[config.mk]
export PLATFORM = sky130hd
export DESIGN_NAME = dff_share_arbiter_flat
export DESIGN_NICKNAME = d
export VERILOG_FILES = /design/src/rtl/dff_share_pkg.sv /design/src/rtl/dff_share_arbiter_if.sv /design/src/rtl/dff_en_reg.sv /design/src/rtl/dff_share_arbiter.sv /design/src/flat_wrapper.sv
export SDC_FILE = /design/constraint.sdc
export NUM_CORES = 1
export LEC_CHECK = 0
export BUFFER_PORTS_ARGS = -buffer_cell sky130_fd_sc_hd__buf_2
export CAP_MARGIN = 20
export CORE_MARGIN = 8
export CORE_UTILIZATION = 47
export DETAILED_ROUTE_END_ITERATION = 6
export PLACE_DENSITY = 0.9
export REMOVE_ABC_BUFFERS = 1
export SETUP_SLACK_MARGIN = 0.2
export SLEW_MARGIN = 0
export SYNTH_ARGS = -nofsm -noshare
export SYNTH_HDL_FRONTEND = slang
export SYNTH_SLANG_ARGS = --single-unit
[constraint.sdc]
create_clock -name clk -period 3.14 [get_ports clk]
set_input_delay 0.314 -clock clk [delete_from_list [all_inputs] [get_ports clk]]
set_output_delay 0.314 -clock clk [all_outputs]
set_load 0.05 [all_outputs]
[src/rtl/dff_share_pkg.sv]
// Shared definitions for the round-robin shared-register arbiter: FSM encoding and index sizing.
package dff_share_pkg;

    localparam logic [0:0] ST_IDLE  = 1'b0;
    localparam logic [0:0] ST_GRANT = 1'b1;

    // Index width for n requesters; never narrower than one bit.
    function automatic int unsigned idx_width(input int unsigned n);
        return (n <= 32'd2) ? 32'd1 : 32'($clog2(n));
    endfunction

endpackage

[src/rtl/dff_share_arbiter_if.sv]
// Requester-side bus of the shared-register arbiter: requests/data in, ack and register state out.
interface dff_share_arbiter_if #(
    parameter int unsigned N_REQ = 4,
    parameter int unsigned WIDTH = 8
);
    localparam int unsigned OW = dff_share_pkg::idx_width(N_REQ);

    logic [N_REQ-1:0]       req;
    logic [N_REQ*WIDTH-1:0] d_in;
    logic [N_REQ-1:0]       ack;
    logic [WIDTH-1:0]       q;
    logic [OW-1:0]          owner;
    logic                   valid;

    modport master (output req, d_in, input ack, q, owner, valid);
    modport slave  (input req, d_in, output ack, q, owner, valid);

endinterface

[src/rtl/dff_en_reg.sv]
// WIDTH-bit storage register with async active-low clear and synchronous load enable.
module dff_en_reg #(
    parameter int unsigned WIDTH = 8
) (
    input  logic             clk,
    input  logic             rst_n,
    input  logic             en,
    input  logic [WIDTH-1:0] d,
    output logic [WIDTH-1:0] q
);

    always_ff @(posedge clk or negedge rst_n) begin
        if (!rst_n) begin
            q <= '0;
        end else if (en) begin
            q <= d;
        end
    end

endmodule

[src/rtl/dff_share_arbiter.sv]
// Round-robin arbiter granting one-cycle write access to a single shared register;
// tracks the last writer and whether any write has landed since reset.
module dff_share_arbiter
    import dff_share_pkg::*;
#(
    parameter int unsigned N_REQ = 4,
    parameter int unsigned WIDTH = 8
) (
    input  logic               clk,
    input  logic               reset,
    dff_share_arbiter_if.slave bus
);

    localparam int unsigned     OW   = idx_width(N_REQ);
    localparam logic [OW-1:0]   LAST = OW'(N_REQ - 1);
    localparam logic [N_REQ-1:0] ONE = {{(N_REQ-1){1'b0}}, 1'b1};

    logic [0:0]       state;
    logic [0:0]       state_nxt;
    logic [OW-1:0]    ptr;
    logic [OW-1:0]    gnt_idx;
    logic [OW-1:0]    win_idx;
    logic             win_found;
    logic             gnt_hit;
    logic             reg_en;
    logic [N_REQ-1:0] gnt_mask;
    logic [WIDTH-1:0] gnt_data;

    // First requester at or after ptr, wrapping explicitly so indices stay below N_REQ.
    always_comb begin : scan
        logic [N_REQ-1:0] sh;
        int unsigned      idx;
        win_found = 1'b0;
        win_idx   = '0;
        sh        = '0;
        idx       = 0;
        for (int unsigned k = 0; k < N_REQ; k++) begin
            idx = 32'(ptr) + k;
            if (idx >= N_REQ) begin
                idx = idx - N_REQ;
            end
            sh = bus.req >> idx;
            if (!win_found && sh[0]) begin
                win_found = 1'b1;
                win_idx   = OW'(idx);
            end
        end
    end

    assign gnt_mask = ONE << gnt_idx;
    assign gnt_hit  = (bus.req & gnt_mask) != '0;
    assign gnt_data = WIDTH'(bus.d_in >> (32'(gnt_idx) * WIDTH));

    always_ff @(posedge clk or negedge reset) begin
        if (!reset) begin
            state <= ST_IDLE;
        end else begin
            state <= state_nxt;
        end
    end

    // Next state plus same-cycle ack/enable; a dropped request in GRANT aborts silently.
    always_comb begin
        state_nxt = state;
        reg_en    = 1'b0;
        bus.ack   = '0;
        case (state)
            ST_IDLE: begin
                if (win_found) begin
                    state_nxt = ST_GRANT;
                end
            end
            ST_GRANT: begin
                state_nxt = ST_IDLE;
                if (gnt_hit) begin
                    reg_en  = 1'b1;
                    bus.ack = gnt_mask;
                end
            end
        endcase
    end

    always_ff @(posedge clk or negedge reset) begin
        if (!reset) begin
            gnt_idx   <= '0;
            ptr       <= '0;
            bus.owner <= '0;
            bus.valid <= 1'b0;
        end else begin
            if (state == ST_IDLE && win_found) begin
                gnt_idx <= win_idx;
            end
            if (reg_en) begin
                ptr       <= (gnt_idx == LAST) ? '0 : gnt_idx + OW'(1);
                bus.owner <= gnt_idx;
                bus.valid <= 1'b1;
            end
        end
    end

    dff_en_reg #(.WIDTH(WIDTH)) u_store (
        .clk   (clk),
        .rst_n (reset),
        .en    (reg_en),
        .d     (gnt_data),
        .q     (bus.q)
    );

endmodule

[src/flat_wrapper.sv]
// flat-port wrapper written by rule: the top's interface ports become plain ports
module dff_share_arbiter_flat import dff_share_pkg::*;
#(
    parameter int unsigned N_REQ = 4,
    parameter int unsigned WIDTH = 8
)
  (clk, reset, bus_req, bus_d_in, bus_ack, bus_q, bus_owner, bus_valid);
  dff_share_arbiter_if #(.N_REQ(N_REQ), .WIDTH(WIDTH)) bus_i ();
  input  logic clk;
  input  logic reset;
  input wire logic [$bits(bus_i.req)-1:0] bus_req;
  input wire logic [$bits(bus_i.d_in)-1:0] bus_d_in;
  output wire logic [$bits(bus_i.ack)-1:0] bus_ack;
  output wire logic [$bits(bus_i.q)-1:0] bus_q;
  output wire logic [$bits(bus_i.owner)-1:0] bus_owner;
  output wire logic [$bits(bus_i.valid)-1:0] bus_valid;
  assign bus_i.req = bus_req;
  assign bus_i.d_in = bus_d_in;
  assign bus_ack = bus_i.ack;
  assign bus_q = bus_i.q;
  assign bus_owner = bus_i.owner;
  assign bus_valid = bus_i.valid;
  dff_share_arbiter #(.N_REQ(N_REQ), .WIDTH(WIDTH)) u_core (.clk(clk), .reset(reset), .bus(bus_i));
endmodule
* Word level (Yosys, flattened, before mapping)
Cells that the tools add are included.
W data, S select, Z words.
** Storage, ports and cells
- Register bits after elaboration :: 16
- Input bits :: 38
- Logic and storage cells :: 54
** Operators by class
- Add/subtract/negate cells :: 8
- Order comparisons :: 4
- Equality and inequality tests :: 1
- Shift-type cells :: 6
- Muxes and demuxes :: 19
- Bitwise operators :: 2
- Reductions and logical operators :: 8
** Operators by type and width (count)
- $mux W32 :: 4
- $shr A4 B32 Y1 :: 4
- $ge A32 B3 Y1 const B :: 3
- $sub A32 B3 Y32 const B :: 3
- $shr A32 B5 Y8 :: 1
- $mux W2 :: 5
- $mux W4 :: 2
- $mux W1 :: 7
- $add A2 B2 Y3 const B :: 2
- $and A4 B4 Y4 :: 1
- $logic_and A1 B1 Y1 :: 4
- $reduce_bool A4 Y1 :: 1
- $shl A1 B2 Y4 const A :: 1
- $sub A2 B3 Y4 const B :: 1
- $add A2 B1 Y3 const B :: 1
- $ge A2 B3 Y1 const B :: 1
- $logic_not A1 Y1 :: 3
- $add A2 B1 Y2 const B :: 1
- $eq A2 B2 Y1 const B :: 1
- $pmux W1 S2 :: 1
- $not A1 Y1 :: 1

* Depth between registers and ports, before layout
- Depth after elaboration :: 15
- Depth in mapped cells :: 9

* Cells and area by module
A second synthesis with hierarchy kept.
** Unflattened totals
- Cells, all modules :: 102
- Area total of the unflattened synthesis :: 1232.4 um^2
** By module, submodules not included
- dff_share_arbiter :: instances 1, cells an instance 85, area an instance 900.9 um^2
- dff_en_reg :: instances 1, cells an instance 17, area an instance 331.6 um^2

* Worst setup path before layout
Ideal clock, no wire load.
- Path kind :: register -> register
- From :: reg u_core.gnt_idx[1]
- To :: reg u_core.u_store.q[2]
- Library setup time :: 0.125 ns
- Arrival :: 2.119 ns
- Required time :: 3.015 ns
- Path slack :: 0.896 ns
- Stages on the path, launching flop included :: 9
- Path through :: dfrtp_1 -> clkbuf_1 -> inv_1 -> ha_1 -> a22oi_1 -> nand2_1 -> nand2_1 -> clkbuf_1 -> mux2_2
** On the way
- Word-level cells in the longest chain between the ends :: 5
** RTL lines
- start: declaration :: RTL line dff_share_arbiter.sv:21 : logic [OW-1:0] gnt_idx;
- start signal: assignment :: RTL line dff_share_arbiter.sv:91 : gnt_idx <= win_idx;
- $shl A1 B2 Y4 :: RTL line dff_share_arbiter.sv:50 : assign gnt_mask = ONE << gnt_idx;
- $and A4 B4 Y4 :: RTL line dff_share_arbiter.sv:51 : assign gnt_hit = (bus.req & gnt_mask) != '0;
- $reduce_bool A4 Y1 :: RTL line dff_share_arbiter.sv:51
- $mux W1 :: RTL line dff_share_arbiter.sv:75 : if (gnt_hit) begin
- $mux W1 :: RTL line dff_share_arbiter.sv:67 : case (state)
- end signal: assignment :: RTL line dff_en_reg.sv:14 : q <= '0;
- end signal: assignment :: RTL line dff_en_reg.sv:16 : q <= d;
- end: declaration :: RTL line dff_en_reg.sv:9 : output logic [WIDTH-1:0] q
Parallel ways exist; a longest one is shown, timed or not.
A chain may end at the register's enable or synchronous reset.

* Worst setup path in the final report
- From :: reg u_core.gnt_idx[1]
- To :: out bus_ack[0]
** On the way
- Word-level cells in the longest chain between the ends :: 5
** RTL lines
- $shl A1 B2 Y4 (*) :: RTL line dff_share_arbiter.sv:50
- $and A4 B4 Y4 :: RTL line dff_share_arbiter.sv:51
- $reduce_bool A4 Y1 :: RTL line dff_share_arbiter.sv:51
- $mux W4 (*) :: RTL line dff_share_arbiter.sv:75
- $mux W4 (*) :: RTL line dff_share_arbiter.sv:67
- end: declaration :: RTL line flat_wrapper.sv:13 : output wire logic [$bits(bus_i.ack)-1:0] bus_ack;
Every way passes the cells marked *; elsewhere a longest branch is shown, timed or not.

==> run summary <==
largest family of logic cells by synthesized area - multiplexers
worst vdd ir - 0.000574 V
Remaining DRCs - 0
Overflow after GRT - 0
Cell Area, Synth - 1180 sq um
CTS tree - done
asr flop ratio synth - 100%
CTS Sinks - 16
Final Net Count - 197
CTS Buffer Depth - 2
final instance area - 1510 sq um
Cells after Synth - 96
largest net degree at the start of global routing - 17
most frequent cells in the layout - buf_2, dfrtp_1, ha_1, mux4_2, mux2_2
placed cell area - 1460 sq um
leading area contributor after synthesis - dfrtp_1
CTS Buf Count - 3
Multi-input gate area - 738 sq um
H-Tree Depth - 1
Synth Register Bits - 16
Setup CP Type - register to output port
met2 usage - 23.4%
grt met3 use - 5.76%
initial antenna violation count - 0
DP Worst Slack - 789 ps
Final Util - 62.0%
CTS clock-pin slew for the worst setup and hold paths - 90 ps
Die W - 66.2 um
Starting Density - 48.6%
layout filler cell count - 188
Rows - 18
share of cells above drive strength 1 - 53.7%
Post-synth EDFFs - 0
final hold violations - 0
Worst Setup Start Kind - register
cell breakdown of the critical path - inv_1 -> ha_1 -> a22oi_1 -> nand2_1 -> and3_1 -> buf_2
Hold WC Path Type - input port to asynchronous set/reset pin
Yosys cell types - 35
RR Endpoint - u_core.u_store.q[6]$_DFFE_PN0P_
Worst-Margin Slew - 584 ps
DR pass1 iterations - 4
Synth Flop Type - dfrtp_1
core box area - 2430 sq um
critical path's largest stage delay - 640 ps
1st-iter DRT viols - 49
PD cells - 1120 nW/um^2
Worst Setup EP - bus_ack[0]
CP max-delay cell - dfrtp_1
FF/Latch Area - 400 sq um
Post-Synth XOR/XNOR Area - 0%
Area growth syn-to-layout - 27.6%
nature of the critical path endpoint - output port
DP HPWL - 2600 um
Total Die Area - 4380 sq um
post-DR vias/cell - 5.80
post-synthesis sequential area ratio - 33.9%
Worst R2R Start - u_core.gnt_idx[1]$_DFFE_PN0P_
R2R depth - 6
count of pins over their slew limit - 0
Max Cap Viol - 0
vias in the first global route - 1,040
setup TNS - 0 ps
RSZ-0062 raised after global routing - no
first-pass GRT wire length - 4920 um
Overall Global Routing Usage - 14.0%
Synth top area share - 33.9%
Rel. slew slack - 60.9%
Worst Slack Setup Final - 755 ps
Max Fclk - 419 MHz
Final setup viols - 0
leakage - 0.736 nW
io pins - 53
Post-Route Hold Slack - 457 ps
synth warn - 0
top area cells in the synthesized netlist - dfrtp_1, mux4_2, ha_1, mux2_2, mux2_1
fin crit period - 2390 ps
area fraction in compound gates after synthesis - 9.63%
Die Y - 66.2 um
crit path DAT - 2070 ps
CP Data Required Time - 2830 ps
multiplexer share of the synthesized area - 30.5%
WP buf/inv - 2
Simple-Gate Fraction of Synth Area - 12.8%
fin crit share - 76.0%
CP Max Fanout - 11
PortBufs - 52
met1 Usage GRT - 15.2%
Worst Setup SP - u_core.gnt_idx[1]$_DFFE_PN0P_
cell family with most CP delay - flip-flops
commonest non-fill, non-tap cell in the layout - buf_2
Root Buffer - clkbuf_4
Levels on crit path - 6
WL final - 3090 um
DRT antenna net count - 0
Wirelength per Cell - 17.2 um
busiest layer in global routing - met2
setup slack, reg-to-reg - 770 ps
via count - 1,038
outcome - finished clean
Post-Synth Adder-Cell Area - 9.52%
clock latency on the worst-skew pair - 290 ps
GP Congestion - 0.870
syn avg cell area - 12.3 sq um
diode count - 0
Clock Skews - 2.49 ps
-- how the worst min path moves through the flow --
stage | endpoint | slack, ps | depth (start not counted)
after global routing | u_core.u_store.q[5]$_DFFE_PN0P_ | 480 | 3
after CTS | u_core.u_store.q[3]$_DFFE_PN0P_ | 460 | 2
after global placement | u_core.u_store.q[3]$_DFFE_PN0P_ | 240 | 1
after detailed placement | u_core.u_store.q[3]$_DFFE_PN0P_ | 240 | 1
after floorplan | u_core.bus.owner[0]$_DFFE_PN0P_ | 20 | 0
final | u_core.u_store.q[7]$_DFFE_PN0P_ | 460 | 2
-- cell type report --
| type | count | area share [%] |
|---|---|---|
| tap | 30 | 2.49 |
| multi-input combinational | 70 | 48.9 |
| inverter | 5 | 1.24 |
| sequential | 16 | 26.5 |
| timing repair buffer | 54 | 18.4 |
| clock buffer | 4 | 2.40 |
-- through the flow --
| stage | total power [mW] | instances |
|---|---|---|
| 2_1_floorplan | 1.28 | 91 |
| 3_3_place_gp | 1.49 | 174 |
| 3_5_place_dp | 1.55 | 174 |
| 4_1_cts | 1.69 | 179 |
| 5_1_grt | 1.79 | 179 |
| 6_report | 1.68 | 179 |
-- worst reg2reg max path: stages, from the launching register on --
cell and delay (ps):
dfrtp_1 640, inv_1 200, ha_1 240, a22oi_1 180
nand2_1 130, nand2_1 470, mux2_2 410
-- cell usage after synthesis, drive strengths merged, types with 2 or more instances --
cell     n
mux2    13
nor3b    2
nand2    6
inv      5
mux2i    3
nor2b    2
dfrtp   16
ha       9
a22oi    2
o21ai    3
mux4     8
clkbuf   2
nor2     3
buf      3
and3     4
-- registers in the layout, summed over array words and instances, names as in the netlist --
signal / flops
u_core.gnt_idx: 2
u_core.ptr: 2
u_core.state: 1
u_core.bus.owner: 2
u_core.bus.valid: 1
u_core.u_store.q: 8
-- logic make-up after synthesis --
kind of cell	count (synthesis)
AO/OA/AOI/OAI	14
multiplexers	24
flip-flops	16
adder cells (fa/ha/maj)	9
AND/OR/NAND/NOR	23
buffers and inverters	10
-- power breakdown --
group	switching (mW)	leakage, nW	internal [mW]
Sequential	0.135	0.187	0.307
Clock	0.0640	0.0210	0.0707
Combinational	0.653	0.527	0.454
-- layer usage --
metal	part of all wire, %	vias to the layer above	wire length (um)
met5	0	-	0
met4	2.2	0	69
met2	47	62	1440
met1	36	500	1110
met3	15	9	468
li1	-	467	-
-- what timing repair did --
action / CTS / global route
endpoints found under the hold margin: 16 / 0
setup buffers: 0 / 0
gates resized for setup: 0 / 0
hold buffers: 1 / 0
No activity file was read; power rests on OpenSTA's default activity.
